**config.mk**
```make
export PLATFORM = sky130hd
export DESIGN_NAME = gen_teamplayer
export DESIGN_NICKNAME = d
export VERILOG_FILES = /design/src/rtl/gen_tp_pkg.sv /design/src/rtl/gen_tp_nibble.sv /design/src/rtl/gen_teamplayer.sv
export SDC_FILE = /design/constraint.sdc
export NUM_CORES = 1
export LEC_CHECK = 0
export ABC_AREA = 1
export CORE_MARGIN = 4
export CORE_UTILIZATION = 49
export DETAILED_ROUTE_END_ITERATION = 10
export PLACE_DENSITY = 0.84
export SKIP_CTS_REPAIR_TIMING = 1
export SYNTH_ARGS = -nofsm -noshare
export SYNTH_HDL_FRONTEND = slang
export SYNTH_SLANG_ARGS = --single-unit
```
**constraint.sdc**
```tcl
create_clock -name CLK -period 12.4 [get_ports CLK]
set_input_delay 2.48 -clock CLK [delete_from_list [all_inputs] [get_ports CLK]]
set_output_delay 2.48 -clock CLK [all_outputs]
set_load 0.01 [all_outputs]
```
**src/rtl/gen_tp_pkg.sv**
```systemverilog
// Shared types and constants for the four-pad multitap sequencer.
package gen_tp_pkg;

  typedef enum logic [1:0] {
    PT_NONE = 2'b00,
    PT_3BTN = 2'b01,
    PT_6BTN = 2'b10
  } pad_type_e;

  typedef enum logic [1:0] {
    S_IDLE,
    S_READY,
    S_ACK_WAIT
  } tp_state_e;

  localparam logic [3:0] HDR0 = 4'h3;
  localparam logic [3:0] HDR1 = 4'hF;
  localparam logic [3:0] HDR2 = 4'h0;
  localparam logic [3:0] HDR3 = 4'h0;

  localparam logic [3:0] TYPE_3BTN = 4'h0;
  localparam logic [3:0] TYPE_6BTN = 4'h1;
  localparam logic [3:0] TYPE_NONE = 4'hF;

  localparam logic [3:0] NIB_IDLE = 4'h3;
  localparam logic [3:0] NIB_PAD  = 4'hF;
  localparam logic [4:0] STEP_MAX = 5'd31;

  // The reserved code 11 behaves exactly like an empty port.
  function automatic pad_type_e decode_type(input logic [1:0] raw);
    case (raw)
      2'b01:   return PT_3BTN;
      2'b10:   return PT_6BTN;
      default: return PT_NONE;
    endcase
  endfunction

  function automatic logic [1:0] pad_len(input pad_type_e t);
    case (t)
      PT_3BTN: return 2'd2;
      PT_6BTN: return 2'd3;
      default: return 2'd0;
    endcase
  endfunction

endpackage

```
**src/rtl/gen_tp_nibble.sv**
```systemverilog
// Combinational nibble selector: header, pad types, then packed per-pad data
// placed at offsets given by a running sum of snapshot pad lengths.
module gen_tp_nibble
  import gen_tp_pkg::*;
(
  input  logic [4:0]  step_i,
  input  logic [7:0]  ptype_i,
  input  logic [47:0] pad_i,
  output logic [3:0]  nib_o
);

  logic [4:0]      didx;
  logic [3:0][3:0] off;
  logic [3:0][3:0] type_nib;
  logic [3:0][3:0] data_nib;
  logic [3:0]      hit;

  assign didx   = step_i - 5'd8;
  assign off[0] = 4'd0;

  genvar gi;
  generate
    for (gi = 0; gi < 4; gi++) begin : g_pad
      pad_type_e   pt;
      logic [1:0]  len;
      logic [11:0] p;
      logic [4:0]  rel;

      assign pt  = decode_type(ptype_i[2*gi +: 2]);
      assign len = pad_len(pt);
      assign p   = pad_i[12*gi +: 12];
      assign rel = didx - {1'b0, off[gi]};

      if (gi < 3) begin : g_next
        assign off[gi+1] = off[gi] + {2'b00, len};
      end

      assign hit[gi] = (didx >= {1'b0, off[gi]}) && (rel < {3'b000, len});
      assign type_nib[gi] = (pt == PT_3BTN) ? TYPE_3BTN :
                            (pt == PT_6BTN) ? TYPE_6BTN : TYPE_NONE;
      // p bit order is {Z,Y,X,MODE,START,C,B,A,RIGHT,LEFT,DOWN,UP}
      assign data_nib[gi] = (rel[1:0] == 2'd0) ? p[3:0] :
                            (rel[1:0] == 2'd1) ? {p[7], p[4], p[6], p[5]} :
                                                 {p[8], p[9], p[10], p[11]};
    end
  endgenerate

  always_comb begin
    nib_o = NIB_PAD;
    if (step_i < 5'd4) begin
      case (step_i[1:0])
        2'd0:    nib_o = HDR0;
        2'd1:    nib_o = HDR1;
        2'd2:    nib_o = HDR2;
        default: nib_o = HDR3;
      endcase
    end else if (step_i < 5'd8) begin
      nib_o = type_nib[step_i[1:0]];
    end else begin
      for (int i = 0; i < 4; i++) begin
        if (hit[i]) nib_o = data_nib[i];
      end
    end
  end

endmodule

```
**src/rtl/gen_teamplayer.sv**
```systemverilog
// Four-pad multitap sequencer: TH/TR handshake FSM, ack delay and snapshot.
// Define GEN_TEAMPLAYER_TIMEOUT_EN to enable the idle-handshake timeout.
module gen_teamplayer
  import gen_tp_pkg::*;
#(
  parameter int ACK_DLY = 4,
  parameter int TIMEOUT = 2047
) (
  input  logic        CLK,
  input  logic        RESET,
  input  logic        CE,
  input  logic        TH_IN,
  input  logic        TR_IN,
  input  logic [7:0]  PTYPE,
  input  logic [47:0] PAD,
  output logic [3:0]  DO,
  output logic        TL,
  output logic        ACTIVE
);

  tp_state_e   state_q;
  logic        th_q, tr_q, tl_q;
  logic [4:0]  step_q, step_d;
  logic [3:0]  dly_q;
  logic [7:0]  snap_type_q;
  logic [47:0] snap_pad_q;
  logic [3:0]  nib;
  logic        th_rise, th_fall, tr_edge, timeout_hit;

  assign th_rise = TH_IN & ~th_q;
  assign th_fall = ~TH_IN & th_q;
  assign tr_edge = TR_IN ^ tr_q;
  assign step_d  = (step_q == STEP_MAX) ? STEP_MAX : step_q + 5'd1;

`ifdef GEN_TEAMPLAYER_TIMEOUT_EN
  localparam int TO_W = $clog2(TIMEOUT + 1);
  logic [TO_W-1:0] to_q;

  always_ff @(posedge CLK or posedge RESET) begin
    if (RESET) begin
      to_q <= '0;
    end else if (CE) begin
      if (state_q == S_IDLE || tr_edge || timeout_hit) to_q <= '0;
      else                                             to_q <= to_q + TO_W'(1);
    end
  end

  assign timeout_hit = (state_q != S_IDLE) && !tr_edge && (to_q == TO_W'(TIMEOUT - 1));
`else
  logic unused_timeout;
  assign unused_timeout = (TIMEOUT == 0);
  assign timeout_hit    = 1'b0;
`endif

  always_ff @(posedge CLK or posedge RESET) begin
    if (RESET) begin
      state_q     <= S_IDLE;
      th_q        <= 1'b1;
      tr_q        <= 1'b1;
      tl_q        <= 1'b1;
      step_q      <= 5'd0;
      dly_q       <= 4'd0;
      snap_type_q <= '0;
      snap_pad_q  <= '1;
    end else if (CE) begin
      th_q <= TH_IN;
      tr_q <= TR_IN;
      // TH release aborts from any state and beats a coincident TR edge.
      if (th_rise || timeout_hit) begin
        state_q <= S_IDLE;
        tl_q    <= 1'b1;
      end else begin
        case (state_q)
          S_IDLE: begin
            if (th_fall) begin
              snap_type_q <= PTYPE;
              snap_pad_q  <= PAD;
              step_q      <= 5'd0;
              tl_q        <= TR_IN;
              state_q     <= S_READY;
            end
          end
          S_READY: begin
            if (tr_edge) begin
              step_q  <= step_d;
              dly_q   <= 4'(ACK_DLY);
              state_q <= S_ACK_WAIT;
            end
          end
          S_ACK_WAIT: begin
            if (dly_q == 4'd0) begin
              tl_q    <= TR_IN;
              state_q <= S_READY;
            end else begin
              dly_q <= dly_q - 4'd1;
            end
          end
          default: state_q <= S_IDLE;
        endcase
      end
    end
  end

  gen_tp_nibble u_nibble (
    .step_i  (step_q),
    .ptype_i (snap_type_q),
    .pad_i   (snap_pad_q),
    .nib_o   (nib)
  );

  assign DO     = (state_q == S_IDLE) ? NIB_IDLE : nib;
  assign TL     = tl_q;
  assign ACTIVE = (state_q != S_IDLE);

endmodule

```
## Yosys cells after proc, flatten, opt, wreduce, memory -nomap -nowiden

Cells that the tools add are included.

| word-level totals | value |
|---|---|
| register bits after elaboration | 70 |
| latch bits | 0 |
| bits in writable memories | 0 |
| ROM bits | 0 |
| bits of input ports | 61 |
| output and inout port bits | 6 |
| logic and storage cells | 133 |
| memories | 0 |

| cells by class | value |
|---|---|
| add/sub/neg operators | 8 |
| multipliers | 0 |
| div/mod/pow operators | 0 |
| magnitude comparators | 11 |
| equality and inequality tests | 30 |
| shifts and indexed selects | 0 |
| multiplexer cells | 50 |
| bitwise gates (word level) | 6 |
| reductions and logical operators | 20 |

Operators with widths:

| cell | count |
|---|---|
| $mux W4 | 26 |
| $pmux W2 S2 | 8 |
| $eq A2 B1 Y1 const B | 14 |
| $lt A5 B2 Y1 | 4 |
| $eq A2 B2 Y1 const B | 9 |
| $pmux W4 S2 | 2 |
| $mux W5 | 3 |
| $logic_not A2 Y1 | 6 |
| $reduce_and A4 Y1 | 3 |
| $ge A5 B4 Y1 | 2 |
| $pmux W5 S2 | 1 |
| $reduce_and A5 Y1 | 2 |
| $sub A5 B4 Y5 | 2 |
| $ne A3 B3 Y1 const B | 3 |
| $bmux W4 S2 | 1 |
| $mux W2 | 4 |
| $ne A2 B2 Y1 const B | 3 |
| $pmux W2 S3 | 1 |
| $reduce_bool A2 Y1 | 3 |
| $add A5 B1 Y5 const B | 1 |
| $eq A5 B5 Y1 const B | 1 |
| $ge A5 B1 Y1 const B | 1 |
| $ge A5 B2 Y1 | 1 |
| $lt A5 B3 Y1 const B | 1 |
| other kinds (15) | 23 |

## Logic depth before layout (Yosys ltp)

Gate-level depths: netlist of the first run.

| logic depth | value |
|---|---|
| depth in word-level cells | 14 |
| gate-level depth with buffers | 22 |
| gate-level depth less buffers | 22 |

## Cells and area by module

From an unflattened synthesis of the first run, not the netlist that was laid out.

| unflattened totals | value |
|---|---|
| cell total of the unflattened synthesis | 628 |
| area total of the unflattened synthesis | 4,829.6 µm² |

By module, submodules not included:

| module | times used | cells an instance | area each (µm²) |
|---|---|---|---|
| gen_teamplayer | 1 | 360 | 3,323.2 |
| gen_tp_nibble | 1 | 268 | 1,506.4 |

## Worst setup path after synthesis of the first run

Ideal clock, no wire load.

| path | value |
|---|---|
| kind | register to output |
| start point | reg snap_type_q[0] |
| end point | out DO[2] |
| arrival | 3,726 ps |
| required time | 9,920 ps |
| slack | 6,194 ps |
| stages on the path, launching flop included | 17 |
| buffers on the path | 0 |
| cells stage by stage | dfrtp_1 inv_1 ha_1 ha_1 inv_1 fa_1 inv_1 fa_1 fa_1 inv_1 ha_1 a21boi_0 nor3_1 nand2_2 o21ai_0 inv_1 a21oi_1 |

| between the ends | value |
|---|---|
| cells in the longest elaborated chain, start to end | 14 |
| elaborated cells between the ends (all ways) | 45 |

Ends and longest elaborated chain:

| element | RTL line | RTL |
|---|---|---|
| start: declaration | gen_teamplayer.sv:25 | `logic [7:0] snap_type_q;` |
| start signal: assignment | gen_teamplayer.sv:63 | `snap_type_q <= '0;` |
| start signal: assignment | gen_teamplayer.sv:76 | `snap_type_q <= PTYPE;` |
| $eq A2 B2 Y1 or $eq A2 B1 Y1 (tied branches) | gen_tp_pkg.sv:31 | `case (raw)` |
| $pmux W2 S2 * | gen_tp_pkg.sv:31 |  |
| branches (longest 9 deep; another with $sub A5 B4 Y5) | -- |  |
| $mux W4 * | gen_tp_nibble.sv:57 | `end else if (step_i < 5'd8) begin` |
| $mux W4 * | gen_tp_nibble.sv:50 | `if (step_i < 5'd4) begin` |
| $mux W4 * | gen_teamplayer.sv:111 | `assign DO = (state_q == S_IDLE) ? NIB_IDLE : nib;` |
| end: declaration | gen_teamplayer.sv:16 | `output logic [3:0] DO,` |

Mark *: on every way between the ends. The select of a mux whose other input is x is not followed.

## Worst setup path in the final report of the first run

| path | value |
|---|---|
| start point | reg snap_type_q[2] |
| end point | out DO[3] |

| between the ends | value |
|---|---|
| cells in the longest elaborated chain, start to end | 14 |
| elaborated cells between the ends (all ways) | 36 |

Ends and longest elaborated chain:

| element | RTL line |
|---|---|
| $eq A2 B2 Y1 or $eq A2 B1 Y1 (tied branches) | gen_tp_pkg.sv:31 |
| $pmux W2 S2 * | gen_tp_pkg.sv:31 |
| branches (longest 9 deep; another with $sub A5 B4 Y5) | -- |
| $mux W4 * | gen_tp_nibble.sv:57 |
| $mux W4 * | gen_tp_nibble.sv:50 |
| $mux W4 * | gen_teamplayer.sv:111 |

Marks and branches as above.

==> metrics.md, run 1 <==
| Metric | Value |
|---|---|
| Hold path cells | `2` |
| Clk sinks | `70` |
| Clk root buf | `clkbuf_8` |
| Via-per-instance ratio | `5.28` |
| Synthesis Warnings | `0` |
| Top FF cell, synth | `dfstp_2` |
| Final critical-path share of the clock period | `60.1%` |
| Crit path launch type | `flop` |
| Drt first pass iters | `5` |
| Max_cap viols | `0` |
| Crit-path max FO | `5` |
| WP data required | `9.92 ns` |
| Ports | `67` |
| Post-synth top cells | `nand2_1, inv_1, dfstp_2` |
| CP Capture Type | `output port` |
| Slowest cell delay on critical path | `about 0.63 ns` |
| Avg WL per Cell | `13.8 microns` |
| Fill count | `759` |
| Area grow syn2layout | `20.0%` |
| Synth cell types | `40` |
| Final setup TNS | `0 ns` |
| Max Clock Skew | `0.0151 ns` |
| Mapped cell area | `4410 sq um` |
| CP Buf/Inv Count | `6` |
| WP depth | `17` |
| Synth top area share | `30.4%` |
| Worst path slowest cell | `fa_1` |
| CTS tree | `built` |
| 1st-iter DRT viols | `212` |
| Initial Util | `50.4%` |
| Worst hold path class | `flop to flop` |
| Worst setup margin | `4.94 ns` |
| # setup viols final | `0` |
| Die area | `between 10000 and 15000 sq um` |
| Row count | `34` |
| Core Footprint | `8760 sq um` |
| Post-synth ARST share | `100%` |
| Die height | `~100 microns` |
| Cell family with most CP delay | `adder cells` |
| Share of layout cells above drive strength 1 | `12.5%` |
| RSZ-0062 raised after global routing | `false` |
| Fin nets | `739` |
| Non-Filler Instances | `750` |
| Relative slew margins | `between 20% and 30%` |
| Fin area | `5300 sq um` |
| DRC | `0` |
| Largest net degree at the start of global routing | `79` |
| DR vias | `3958` |
| Die width | `about 100 microns` |
| Antenna Cells | `0` |
| Worst-path clk slew | `approximately 0.07 ns` |
| FF-to-FF path depth | `7` |
| Post-route ant nets | `0` |
| GR Overflow Total | `0` |
| Detail Placement HPWL | `7.77 mm` |
| Final Max Tran Viols | `0` |
| Fmax | `~0.13 GHz` |
| Synth area leader | `dfstp_2` |
| Crit path top cell by count | `inv_1` |
| Synth Net Count | `around 680` |
| Most frequent cell after synthesis | `nand2_1` |
| GRT Total Usage | `20.7%` |
| Number of synthesized flops with an enable pin | `0` |
| Outcome | `finished clean` |
| Avg Inst Size Synth | `between 7 and 8 sq um` |
| Number of global-route vias before repair | `between 3000 and 4000` |
| Seq/Total Area, Yosys | `41.1%` |
| Clock Path Buffers | `2` |
| First-pass GRT wire length | `17.6 mm` |
| GP Congestion | `0.951` |
| Setup Crit Path Kind | `flop to output port` |
| Placed cell count | `736` |
| CP cell instances | `inv_1 -> ha_1 -> ha_1 -> inv_1 -> fa_1 -> inv_1 -> fa_1 -> fa_1 -> inv_1 -> ha_1 -> a21boi_0 -> nor3_1 -> nand2_2 -> o21ai_0 -> inv_1 -> a21oi_1 -> clkdlybuf4s50_1` |
| Placed inst area | `5130 sq um` |
| CP arrival | `4.98 ns` |
| # port buffers | `66` |
| Minimum clock period | `7.46 ns` |
| Worst Tran Pin Value | `1.07 ns` |
| Setup WS pre-CTS | `between 5 and 6 ns` |
| Clock Latency Late Sink | `0.35 ns` |
| Initial antenna violation count | `0` |
| CTS buffer count | `9` |
| Top post-synthesis cells by area | `dfstp_2, nand2_1, dfrtp_1` |
| Final wirelength | `slightly above 10 mm` |
| Final Hold Fails | `0` |
| Synthesized flop and latch total | `70` |
| H-tree depth reported by CTS | `3` |
| Synth Instances | `575` |
==> layout by cell type (no fill, tap or decap), types with 4 or more instances in the layout <==
master and n:
clkdlybuf4s50_1 66, nor2_1 25, inv_1 74, nand2_1 215, o21bai_1 4, ha_1 34
clkbuf_8 11, inv_2 4, o22ai_1 7, dfrtp_1 19, a21oi_1 19, fa_1 5
dfstp_2 51, o21ai_0 48, nand3_1 16
==> worst min-delay path: stages, from the launching register on <==
cell	delay (ns)
dfstp_2	0.37
nand2_1	0.05
nand2_1	0.05
==> layer usage <==
layer / up-vias / routed length (microns) / GRT usage [%] / share of wire (%)
met3: 20 / 672 / 4.60 / 6.5
li1: 1950 / - / - / -
met2: 113 / 5130 / 34.9 / 49
met1: 1875 / 4420 / 26.8 / 43
met5: - / 0 / 0 / 0
met4: 0 / 159 / 6.18 / 1.5
==> cell families after synthesis <==
family	Yosys count	share of synthesized area, %
fa+ha+maj	39	11.9
compound gates	98	12.7
flops	70	41.1
xor+xnor	4	0.794
buf+inv	93	8.62
simple gates	271	24.8
==> per-stage QoR <==
stage	hold slack (ns)	util, %
3_5_place_dp	0.458	58.6
2_1_floorplan	0.444	-
5_1_grt	0.487	60.5
4_1_cts	0.470	60.5
3_3_place_gp	0.458	58.6
6_report	0.468	60.5
==> state kept, by name (all words and copies together), names as in the netlist <==
signal and flops:
snap_pad_q 48, snap_type_q 8, step_q 5, dly_q 4, state_q 2, TL 1
th_q 1, tr_q 1
==> final cells by class <==
cell class / count / area [sq um] / area share (%)
multi-input combinational: 412 / 2220 / 41.9
sequential: 70 / 1820 / 34.3
timing repair buffer: 67 / 668 / 12.6
inverter: 79 / 297 / 5.60
clock buffer: 12 / 155 / 2.93
tap: 108 / 135 / 2.55
clock inverter: 2 / 10.0 / 0.189
==> worst paths after layout <==
| check | to | startpoint | slack (ns) |
|---|---|---|---|
| max in group asynchronous | snap_type_q[1]$_DFFE_PP0P_ | RESET | 9.13 |
| min reg2reg | snap_pad_q[12]$_DFFE_PP1P_ | snap_pad_q[12]$_DFFE_PP1P_ | 0.47 |
| max | DO[3] | snap_type_q[2]$_DFFE_PP0P_ | 4.94 |
| min in group asynchronous | state_q[0]$_DFFE_PP0P_ | RESET | 2.72 |
| min | snap_pad_q[12]$_DFFE_PP1P_ | snap_pad_q[12]$_DFFE_PP1P_ | 0.47 |
| max reg2reg | snap_pad_q[37]$_DFFE_PP1P_ | th_q$_DFFE_PP1P_ | 9.32 |
Power of run 1 is not shown: default switching activity piles up to over one toggle a cycle in this logic, so the estimate is an artifact.
==> run 2: changes to the inputs <==
- clock period: 12.4 -> 7.77 ns (I/O delays scaled with it)
==> metrics.md, run 2 (synthesis results as in run 1) <==
| Metric | Value |
|---|---|
| Outcome | `finished clean` |
| Largest net degree at the start of global routing | `79 (unchanged)` |
| Most frequent cells in the layout | `nand2_1, inv_1, clkdlybuf4s50_1` |
| CP arrival | `4.98 ns (about the same)` |
| Non-Filler Instances | `750 (unchanged)` |
| Drt first pass iters | `5 (unchanged)` |
| Die area | `10600 sq um (unchanged)` |
| Share of layout cells above drive strength 1 | `12.5% (unchanged)` |
| DR vias | `3922 (-0.91%)` |
| Final Max Tran Viols | `0 (unchanged)` |
| CTS buffer count | `9 (unchanged)` |
| Biggest register | `snap_pad_q` |
| CP Capture Type | `output port` |
| 1st-iter DRT viols | `249 (+17%)` |
| Fill count | `781 (+2.9%)` |
| Detail Placement HPWL | `7.79 mm (+0.23%)` |
| Most common cell after layout, fill and taps aside | `nand2_1` |
| Biggest registers after layout | `snap_pad_q: 48 flops, snap_type_q: 8 flops, step_q: 5 flops` |
| RSZ-0062 raised after global routing | `false` |
| Die width | `103 microns (unchanged)` |
| GR Overflow Total | `0 (unchanged)` |
| Final Hold Fails | `0 (unchanged)` |
| Crit-path max FO | `5 (unchanged)` |
| Relative slew margins | `28.3% (-0.22 points)` |
| Clock Path Buffers | `2 (unchanged)` |
| Worst hold path class | `flop to flop` |
| Initial Util | `50.4% (unchanged)` |
| WP data required | `6.22 ns (-3.70 ns)` |
| Post-route ant nets | `0 (unchanged)` |
| Max FFs per register | `48 (unchanged)` |
| Die height | `103 microns (unchanged)` |
| Final wirelength | `10.3 mm (-1.2%)` |
| Worst Tran Pin Value | `1.07 ns (+0.00327 ns)` |
| Number of global-route vias before repair | `3919 (-0.94%)` |
| GP Congestion | `0.951 (about the same)` |
| CTS tree | `built` |
| Clk root buf | `clkbuf_8` |
| Via-per-instance ratio | `5.23 (-0.91%)` |
| Fmax | `0.153 GHz` |
| DRC | `0 (unchanged)` |
| Avg WL per Cell | `13.7 microns (-1.2%)` |
| # setup viols final | `0 (unchanged)` |
| H-tree depth reported by CTS | `3 (unchanged)` |
| Worst-path clk slew | `0.07 ns (about the same)` |
| Max Clock Skew | `0.0149 ns (-0.000245 ns)` |
| Clk sinks | `70 (unchanged)` |
| GRT Total Usage | `20.3% (-0.47 points)` |
| Final setup TNS | `0 ns (unchanged)` |
| Final critical-path share of the clock period | `84.1%` |
| Minimum clock period | `6.54 ns` |
| Row count | `34 (unchanged)` |
| Fin nets | `739 (unchanged)` |
| Placed cell count | `736 (unchanged)` |
| Initial antenna violation count | `0 (unchanged)` |
| # port buffers | `66 (unchanged)` |
| Max_cap viols | `0 (unchanged)` |
| First-pass GRT wire length | `17.1 mm (-2.6%)` |
| Area grow syn2layout | `20.0% (unchanged)` |
| Setup Crit Path Kind | `flop to output port` |
| Antenna Cells | `0 (unchanged)` |
| Crit path launch type | `flop` |
| Clock Latency Late Sink | `0.35 ns (about the same)` |
| Ports | `67 (unchanged)` |
| Core Footprint | `8760 sq um (unchanged)` |
run 2: cell counts in the layout (fill, tap and decap cells not counted):
No cell type changed its count.
run 2: through the flow:
step | hold slack, ns | cell area [sq um] | setup WS, ns | utilization [%]
after CTS | 0.470 | 5300 | 1.25 | 60.5
after global routing | 0.485 | 5300 | 0.951 | 60.5
after global placement | 0.458 | 5130 | 1.78 | 58.6
final | 0.470 | 5300 | 1.23 | 60.5
after floorplan | 0.444 | 4410 | 2.49 | -
after detailed placement | 0.458 | 5130 | 1.65 | 58.6
run 2: cell type report:
class                      count  area [sq um]  share of cell area, %
clock inverter                 2          10.0                  0.189
timing repair buffer          67           668                   12.6
tap                          108           135                   2.55
inverter                      79           297                   5.60
clock buffer                  12           155                   2.93
multi-input combinational    412          2220                   41.9
sequential                    70          1820                   34.3
run 2: per-layer routing:
metal | wire (microns) | GRT usage, % | vias up
li1 | - | - | 1946
met1 | 4470 | 26.2 | 1847
met2 | 5130 | 34.2 | 109
met3 | 487 | 3.92 | 20
met4 | 177 | 6.87 | 0
met5 | 0 | 0 | -
run 2: worst max-delay path: stages (launching register included):
cell             delay, ns
dfrtp_1               0.38
inv_1                 0.08
ha_1                  0.19
ha_1                  0.16
inv_1                 0.06
fa_1                  0.64
inv_1                 0.11
fa_1                  0.55
fa_1                  0.61
inv_1                 0.11
ha_1                  0.29
a21boi_0              0.13
nor3_1                0.23
nand2_2               0.11
o21ai_0               0.16
inv_1                 0.06
a21oi_1               0.22
clkdlybuf4s50_1       0.58
run 2: path summary, 6_finish.rpt:
path                                             from                         end  slack (ns)  cells past startpoint
max in group asynchronous                       RESET        dly_q[3]$_DFFE_PP0P_        5.42                      3
max reg2reg                          th_q$_DFFE_PP1P_  snap_pad_q[37]$_DFFE_PP1P_        4.67                      7
min                         snap_pad_q[4]$_DFFE_PP1P_   snap_pad_q[4]$_DFFE_PP1P_        0.47                      2
max                        snap_type_q[0]$_DFFE_PP0P_                       DO[2]        1.23                     17
min in group asynchronous                       RESET      state_q[1]$_DFFE_PP0P_        1.77                      3
min reg2reg                 snap_pad_q[4]$_DFFE_PP1P_   snap_pad_q[4]$_DFFE_PP1P_        0.47                      2
Power of run 2 is left out for the same reason.
